<file path="src/rtl/volts_sweep_ctrl.sv">
// Voltage sweep sequencer: steps the DAC code counter, settles, accumulates
// NSamples ADC conversions per point and reports each point's sum.
module volts_sweep_ctrl #(
  parameter int unsigned Width        = 12,
  parameter int unsigned Steps        = 5,
  parameter int unsigned SettleCycles = 1000,
  parameter int unsigned NSamples     = 4
) (
  input  logic               clk_i,
  input  logic               rst_i,
  input  logic               start_i,
  output logic [1:0]         opc1_o,
  output logic               dac_start_o,
  input  logic               dac_done_i,
  output logic               adc_start_o,
  input  logic               adc_done_i,
  input  logic [Width-1:0]   adc_data_i,
  output logic [Width+3:0]   sum_o,
  output logic [3:0]         point_o,
  output logic               sum_valid_o,
  output logic               busy_o,
  output logic               done_o
);

  localparam int unsigned SumW = Width + 4;
  localparam int unsigned SetW = 16;
  localparam int unsigned SmpW = 5;
  localparam int unsigned PtW  = 4;

  localparam logic [1:0] OpcClear = 2'b00;
  localparam logic [1:0] OpcHold  = 2'b01;
  localparam logic [1:0] OpcStep  = 2'b10;

  typedef enum logic [2:0] {
    IDLE, CLEAR, DAC_WR, SETTLE, ADC_CONV, REPORT, INC, DONE
  } state_e;

  state_e            state_q, state_d;
  logic [1:0]        opc1_q, opc1_d;
  logic              dac_start_q, dac_start_d;
  logic              adc_start_q, adc_start_d;
  logic              sum_valid_q, sum_valid_d;
  logic              done_q, done_d;
  logic              busy_q, busy_d;
  logic [SumW-1:0]   sum_q, sum_d;
  logic [PtW-1:0]    point_q, point_d;
  logic [SetW-1:0]   settle_q, settle_d;
  logic [SmpW-1:0]   smp_q, smp_d;

  // Next state, datapath and registered-output decode from the next state
  always_comb begin
    state_d     = state_q;
    sum_d       = sum_q;
    point_d     = point_q;
    settle_d    = settle_q;
    smp_d       = smp_q;
    adc_start_d = 1'b0;

    case (state_q)
      IDLE: begin
        if (start_i) begin
          state_d = CLEAR;
          point_d = '0;
          sum_d   = '0;
          smp_d   = '0;
        end
      end
      CLEAR: state_d = DAC_WR;
      DAC_WR: begin
        // a done in the same cycle as our own start pulse is not a reply
        if (dac_done_i && !dac_start_q) begin
          settle_d = SetW'(SettleCycles - 1);
          state_d  = SETTLE;
        end
      end
      SETTLE: begin
        if (settle_q == '0) begin
          state_d     = ADC_CONV;
          adc_start_d = 1'b1;
        end else begin
          settle_d = settle_q - SetW'(1);
        end
      end
      ADC_CONV: begin
        if (adc_done_i && !adc_start_q) begin
          sum_d = sum_q + SumW'(adc_data_i);
          smp_d = smp_q + SmpW'(1);
          if (smp_d == SmpW'(NSamples)) begin
            state_d = REPORT;
          end else begin
            adc_start_d = 1'b1;
          end
        end
      end
      REPORT: begin
        if (point_q == PtW'(Steps)) begin
          state_d = DONE;
        end else begin
          state_d = INC;
          point_d = point_q + PtW'(1);
          sum_d   = '0;
          smp_d   = '0;
        end
      end
      INC:     state_d = DAC_WR;
      DONE:    state_d = IDLE;
      default: state_d = IDLE;
    endcase

    opc1_d = OpcHold;
    if (state_d == CLEAR) opc1_d = OpcClear;
    if (state_d == INC)   opc1_d = OpcStep;
    dac_start_d = (state_d == DAC_WR) && (state_q != DAC_WR);
    sum_valid_d = (state_d == REPORT);
    done_d      = (state_d == DONE);
    busy_d      = (state_d != IDLE);
  end

  always_ff @(posedge clk_i or posedge rst_i) begin
    if (rst_i) begin
      state_q     <= IDLE;
      opc1_q      <= OpcHold;
      dac_start_q <= 1'b0;
      adc_start_q <= 1'b0;
      sum_valid_q <= 1'b0;
      done_q      <= 1'b0;
      busy_q      <= 1'b0;
      sum_q       <= '0;
      point_q     <= '0;
      settle_q    <= '0;
      smp_q       <= '0;
    end else begin
      state_q     <= state_d;
      opc1_q      <= opc1_d;
      dac_start_q <= dac_start_d;
      adc_start_q <= adc_start_d;
      sum_valid_q <= sum_valid_d;
      done_q      <= done_d;
      busy_q      <= busy_d;
      sum_q       <= sum_d;
      point_q     <= point_d;
      settle_q    <= settle_d;
      smp_q       <= smp_d;
    end
  end

  assign opc1_o      = opc1_q;
  assign dac_start_o = dac_start_q;
  assign adc_start_o = adc_start_q;
  assign sum_valid_o = sum_valid_q;
  assign done_o      = done_q;
  assign busy_o      = busy_q;
  assign sum_o       = sum_q;
  assign point_o     = point_q;

endmodule

</file>
<file path="config.mk">
export PLATFORM = sky130hd
export DESIGN_NAME = volts_sweep_ctrl
export DESIGN_NICKNAME = d
export VERILOG_FILES = /design/src/rtl/volts_sweep_ctrl.sv
export SDC_FILE = /design/constraint.sdc
export NUM_CORES = 1
export LEC_CHECK = 0
export BUFFER_PORTS_ARGS = -buffer_cell sky130_fd_sc_hd__clkbuf_2
export CELL_PAD_IN_SITES_DETAIL_PLACEMENT = 0
export CELL_PAD_IN_SITES_GLOBAL_PLACEMENT = 2
export CORE_ASPECT_RATIO = 0.6
export CORE_UTILIZATION = 25
export CTS_CLUSTER_DIAMETER = 80
export DETAILED_ROUTE_END_ITERATION = 10
export PLACE_DENSITY_LB_ADDON = 0.1
export SYNTH_ARGS = -nofsm -noshare
export SYNTH_HDL_FRONTEND = slang
export SYNTH_SLANG_ARGS = --single-unit
</file>
<file path="constraint.sdc">
create_clock -name clk_i -period 2.3 [get_ports clk_i]
set_input_delay 0.23 -clock clk_i [delete_from_list [all_inputs] [get_ports clk_i]]
set_output_delay 0.23 -clock clk_i [all_outputs]
set_load 0.01 [all_outputs]
</file>
==> results of run 1 <==
[registers in the layout, indices dropped and copies added, names as in the netlist, 2 cells and up]
signal / flops
point_o: 4
settle_q: 16
opc1_o: 2
sum_o: 16
state_q: 3
smp_q: 5
[area by class of cell]
cell class / count / share of cell area
clock buffer: 8 / 0.03813
inverter: 8 / 0.008395
tap: 160 / 0.05596
multi-input combinational: 235 / 0.4446
sequential: 51 / 0.3571
timing repair buffer: 60 / 0.09584
[routing by layer]
| metal | up-vias | part of all wire | track usage |
|---|---|---|---|
| li1 | 1206 | - | - |
| met1 | 1132 | 0.59 | 0.2130 |
| met3 | 5 | 0.039 | 0.03964 |
| met2 | 34 | 0.36 | 0.1805 |
| met4 | 0 | 0.0067 | 0.03226 |
| met5 | - | 0 | 0 |
[report_power, final]
part           leakage [nW]  switching [mW]  internal, mW
logic                 0.901           0.235         0.192
registers             0.656           0.134          1.01
clock network        0.0652           0.348         0.407
total                  1.62           0.718          1.61
[placed cells by master (no fill, tap or decap), types with 4 or more instances in the layout]
master	Yosys	layout
dfrtp_1	50	50
clkbuf_2	0	43
nand2_1	30	30
nor2_1	24	24
o21ai_0	21	21
buf_4	1	17
ha_1	16	16
xor2_1	14	14
nor3_1	14	13
a21oi_1	13	13
nand3_1	12	12
xnor2_1	8	8
a21o_1	7	7
inv_1	7	6
clkbuf_16	0	5
nor2b_1	4	4
a211oi_1	6	4
o21a_1	4	4
a31oi_1	4	4
[timing repair]
action / CTS / global route
endpoints found under the setup margin: 3 / 8
pin swaps: 2 / 2
hold buffers: 0 / 0
resized for setup: 1 / 5
[worst max-delay path, stage by stage (launching register included)]
cell	delay, ns
dfrtp_1	0.38
ha_1	0.21
fa_2	0.36
a211oi_2	0.29
o31ai_2	0.13
and4_1	0.22
a2111oi_2	0.24
xor2_1	0.17
o21ai_0	0.08
[cell families after synthesis]
| kind of cell | after synthesis | share of synthesized area |
|---|---|---|
| mux | 4 | 0.01414 |
| flops | 51 | 0.4374 |
| xor+xnor | 22 | 0.06598 |
| simple gates | 123 | 0.2267 |
| compound gates | 69 | 0.1525 |
| buf+inv | 19 | 0.02785 |
| fa+ha+maj | 17 | 0.07541 |
[final timing paths]
path / end / slack (ns) / cells after the start
worst max register to register: sum_o[10] / 0.11 / 8
max in group asynchronous: settle_q[9] / 1.72 / 3
worst max-delay path: sum_o[10] / 0.11 / 8
worst min-delay path: settle_q[5] / 0.11 / 3
worst min register to register: settle_q[0] / 0.51 / 1
min in group clk_i: state_q[0] / 0.26 / 3
==> flow_summary.json, run 1 <==
{
  "nets": 395,
  "hold_viol": 0,
  "grt_max_degree": 52,
  "cts_setup_buffers": 0,
  "syn_inst": 305,
  "ant_nets": 0,
  "ys_seq_area_frac": 0.4374,
  "fin_crit_sh": 0.9502,
  "hp-class": "in2async",
  "crit_arrival_ns": 2.36,
  "synth_edf_count": 0,
  "antenna_found_initial": 0,
  "tns_ns": 0,
  "clk_latency_ns": 0.29,
  "synth_common_cells": "50 x dfrtp_1, 30 x nand2_1, 24 x nor2_1, 21 x o21ai_0, 16 x ha_1",
  "holdWs_ns": 0.1116,
  "synthMostInstantiatedCell": "dfrtp_1",
  "wl_per_cell_um": 14.67,
  "critPathKind": "reg2reg",
  "power_density_nw_per_um2": 649.7,
  "max-cap-violations": 0,
  "synth_top_cell_area_share": 0.4284,
  "yosys_warnings": 0,
  "layout_min_cycle_time_ns": 2.185,
  "grt.total_usage": 0.1372,
  "drv_slew": 0,
  "dieWidth_um": 141.5,
  "die_y_um": 85.72,
  "routed_via_density": 4.554,
  "stdcell_area_um2": 3577,
  "worst_setup_path_start_kind": "register",
  "critPathLaunch": "sum_o[0]",
  "clockBufferDepth": 2,
  "io_pins": 44,
  "fillers": 1239,
  "rows": 30,
  "ys_ff_latch": 51,
  "drive_gt1_frac": 0.2293,
  "syn_area_um2": 2920,
  "setup_viol": 0,
  "dpl_cell_area_um2": 3417,
  "multiInputGateArea_um2": 1590,
  "cp_data_required_time_ns": 2.48,
  "dr.pass1.iters": 6,
  "drt_first_iter_violations": 99,
  "synth_area_per_cell_um2": 9.575,
  "worst_slack_ns": 0.1146,
  "dieArea_um2": 12130,
  "clkTransAtPathRegs_ns": 0.07,
  "dp_cells": 514,
  "async_flop_share": 1.000,
  "critPathMaxFanout": 2,
  "syn-num-nets": 339,
  "cts_tree": "built",
  "design.core.area_um2": 11340,
  "status": "completed",
  "routed-via-count": 2377,
  "start_util": 0.2576,
  "wl_mm": 7.657,
  "final_cells": 522,
  "cts_made_buffers": 5,
  "synth_area_leader_cell": "dfrtp_1",
  "yosys.cell_types.count": 53,
  "grt_pass1_vias": 2375,
  "gp_congestion": 0.7103,
  "worst_pin_slew_ns": 0.7066,
  "synth-main-ff-cell": "dfrtp_1",
  "utilization": 0.3156,
  "finClkSkew_ns": 0.005069,
  "h-tree-depth": 2,
  "timing.rr.start": "sum_o[0]",
  "hpwl_mm": 5.623,
  "p_total_mw": 2.324,
  "area_delta_synth_final_pct": 22.49,
  "diodes": 0,
  "synth_area_leaders": "dfrtp_1 43%, ha_1 6.9%, xor2_1 4.2%",
  "preCtsSetupSlack_ns": -0.01634,
  "grt_pass1_wl_mm": 12.73,
  "p_leak_nw": 1.622,
  "end_kind": "register",
  "clkSinkCount": 51,
  "relSlewSlack": 0.5289,
  "port_buffers": 43,
  "drc": 0,
  "seq_area_um2": 1277,
  "cts-root-buf": "clkbuf_16",
  "clock.fmax_ghz": 0.4576,
  "gr-total-overflow": 0,
  "ir_drop_v": 0.0002503
}
Note: power is estimated with default switching activity, not from simulation.
==> run 2, diff against run 1 <==
Settings changed: CORE_MARGIN set to 2.
Clock period 2.3 ns to 2.8 ns, I/O delays scaled along.
==> flow_summary.json, run 2 (synthesis results as in run 1) <==
{
  "cts-root-buf": "clkbuf_16",
  "grtUsageMet3": 0.03280,
  "start_util": 0.2576,
  "hold_viol": 0,
  "grt_max_degree": 52,
  "setup_viol": 0,
  "dpl_cell_area_um2": 3314,
  "drv_slew": 0,
  "hp-class": "in2async",
  "critPathMaxFanout": 3,
  "cts_made_buffers": 5,
  "end_kind": "register",
  "tns_ns": 0,
  "nets": 382,
  "port_buffers": 43,
  "antenna_found_initial": 0,
  "stdcell_area_um2": 3462,
  "clockBufferDepth": 2,
  "worst_pin_slew_ns": 0.7098,
  "cts_hold_buf": 0,
  "clk_latency_ns": 0.30,
  "cp_data_required_time_ns": 2.98,
  "dieWidth_um": 143.5,
  "clkSinkCount": 51,
  "routed-via-count": 2361,
  "mostFrequentLayoutCell": "dfrtp_1",
  "grt_pass1_wl_mm": 12.70,
  "ant_nets": 0,
  "die_y_um": 87.72,
  "max-cap-violations": 0,
  "grt.total_usage": 0.1308,
  "routed_via_density": 4.639,
  "dieArea_um2": 12590,
  "rsz0062_at_grt": "false",
  "multiInputGateArea_um2": 1562,
  "hpwl_mm": 5.522,
  "drc": 0,
  "drive_gt1_frac": 0.1891,
  "h-tree-depth": 2,
  "layout_common_cells": "50 x dfrtp_1, 43 x clkbuf_2, 30 x nand2_1, 24 x nor2_1, 21 x o21ai_0",
  "clkTransAtPathRegs_ns": 0.07,
  "seq_area_um2": 1277,
  "area_delta_synth_final_pct": 18.55,
  "wl_mm": 7.542,
  "clock.fmax_ghz": 0.3992,
  "p_leak_nw": 1.565,
  "power_density_nw_per_um2": 549.9,
  "fillers": 1216,
  "grt.busiest_layer": "met1",
  "finClkSkew_ns": 0.01117,
  "diodes": 0,
  "dr.pass1.iters": 4,
  "crit_arrival_ns": 2.68,
  "cts.repair.resized": 0,
  "rows": 30,
  "worst_setup_path_start_kind": "register",
  "grtUsageMet1": 0.2106,
  "layout_min_cycle_time_ns": 2.505,
  "fin_crit_sh": 0.8947,
  "relSlewSlack": 0.5268,
  "gr-usage-met2": 0.1684,
  "grt_pass1_vias": 2375,
  "gr-total-overflow": 0,
  "drt_first_iter_violations": 97,
  "ir_drop_v": 0.0002040,
  "cts_tree": "built",
  "critPathKind": "reg2reg",
  "utilization": 0.3054,
  "io_pins": 44,
  "wl_per_cell_um": 14.82,
  "status": "completed",
  "cts_setup_buffers": 0,
  "gp_congestion": 0.7309,
  "design.core.area_um2": 11340
}
-- run 2: metal layers --
| layer | routed length [um] | share of wire | vias up |
|---|---|---|---|
| met5 | 0 | 0 | - |
| met1 | 4547 | 0.60 | 1110 |
| met2 | 2602 | 0.35 | 49 |
| met3 | 320 | 0.042 | 8 |
| met4 | 72 | 0.0095 | 0 |
| li1 | - | - | 1194 |
-- run 2: worst paths after layout --
check	start	end	slack [ns]	depth (start not counted)
max	sum_o[0]	sum_o[12]	0.29	8
min	rst_i	settle_q[5]	0.15	3
max reg2reg	sum_o[0]	sum_o[12]	0.29	8
min reg2reg	smp_q[0]	smp_q[0]	0.50	1
max in group asynchronous	rst_i	sum_o[1]	2.16	3
min in group clk_i	start_i	state_q[0]	0.31	3
-- run 2: power breakdown --
| part | internal, mW | switching (mW) | total, mW | leakage (nW) |
|---|---|---|---|---|
| combinational | 0.140 | 0.188 | 0.328 | 0.836 |
| clock | 0.356 | 0.284 | 0.640 | 0.0739 |
| sequential | 0.827 | 0.109 | 0.937 | 0.656 |
-- run 2: cell type report --
| type | count | share of cell area |
|---|---|---|
| timing repair buffer | 47 | 0.07083 |
| sequential | 51 | 0.3690 |
| clock inverter | 1 | 0.001446 |
| multi-input combinational | 235 | 0.4510 |
| clock buffer | 7 | 0.04120 |
| inverter | 8 | 0.008674 |
| tap | 160 | 0.05782 |
-- run 2: through the flow --
stage	std cells	total power, mW	setup slack [ns]	hold slack [ns]
after floorplan	305	1.177	0.4587	0.4528
after global placement	501	1.284	0.3296	0.4958
after detailed placement	501	1.284	0.3049	0.4972
after CTS	509	1.945	0.2811	0.1989
after global routing	509	2.036	0.1298	0.2306
final	509	1.904	0.2949	0.1468
-- run 2: critical path, cell delays in order, from the launching register on --
cell and delay [ns]:
dfrtp_1 0.40, ha_1 0.24, fa_1 0.43, a211oi_1 0.31, o31ai_1 0.15, a21boi_0 0.33, o21a_1 0.26, mux2i_1 0.20
nand3_1 0.08
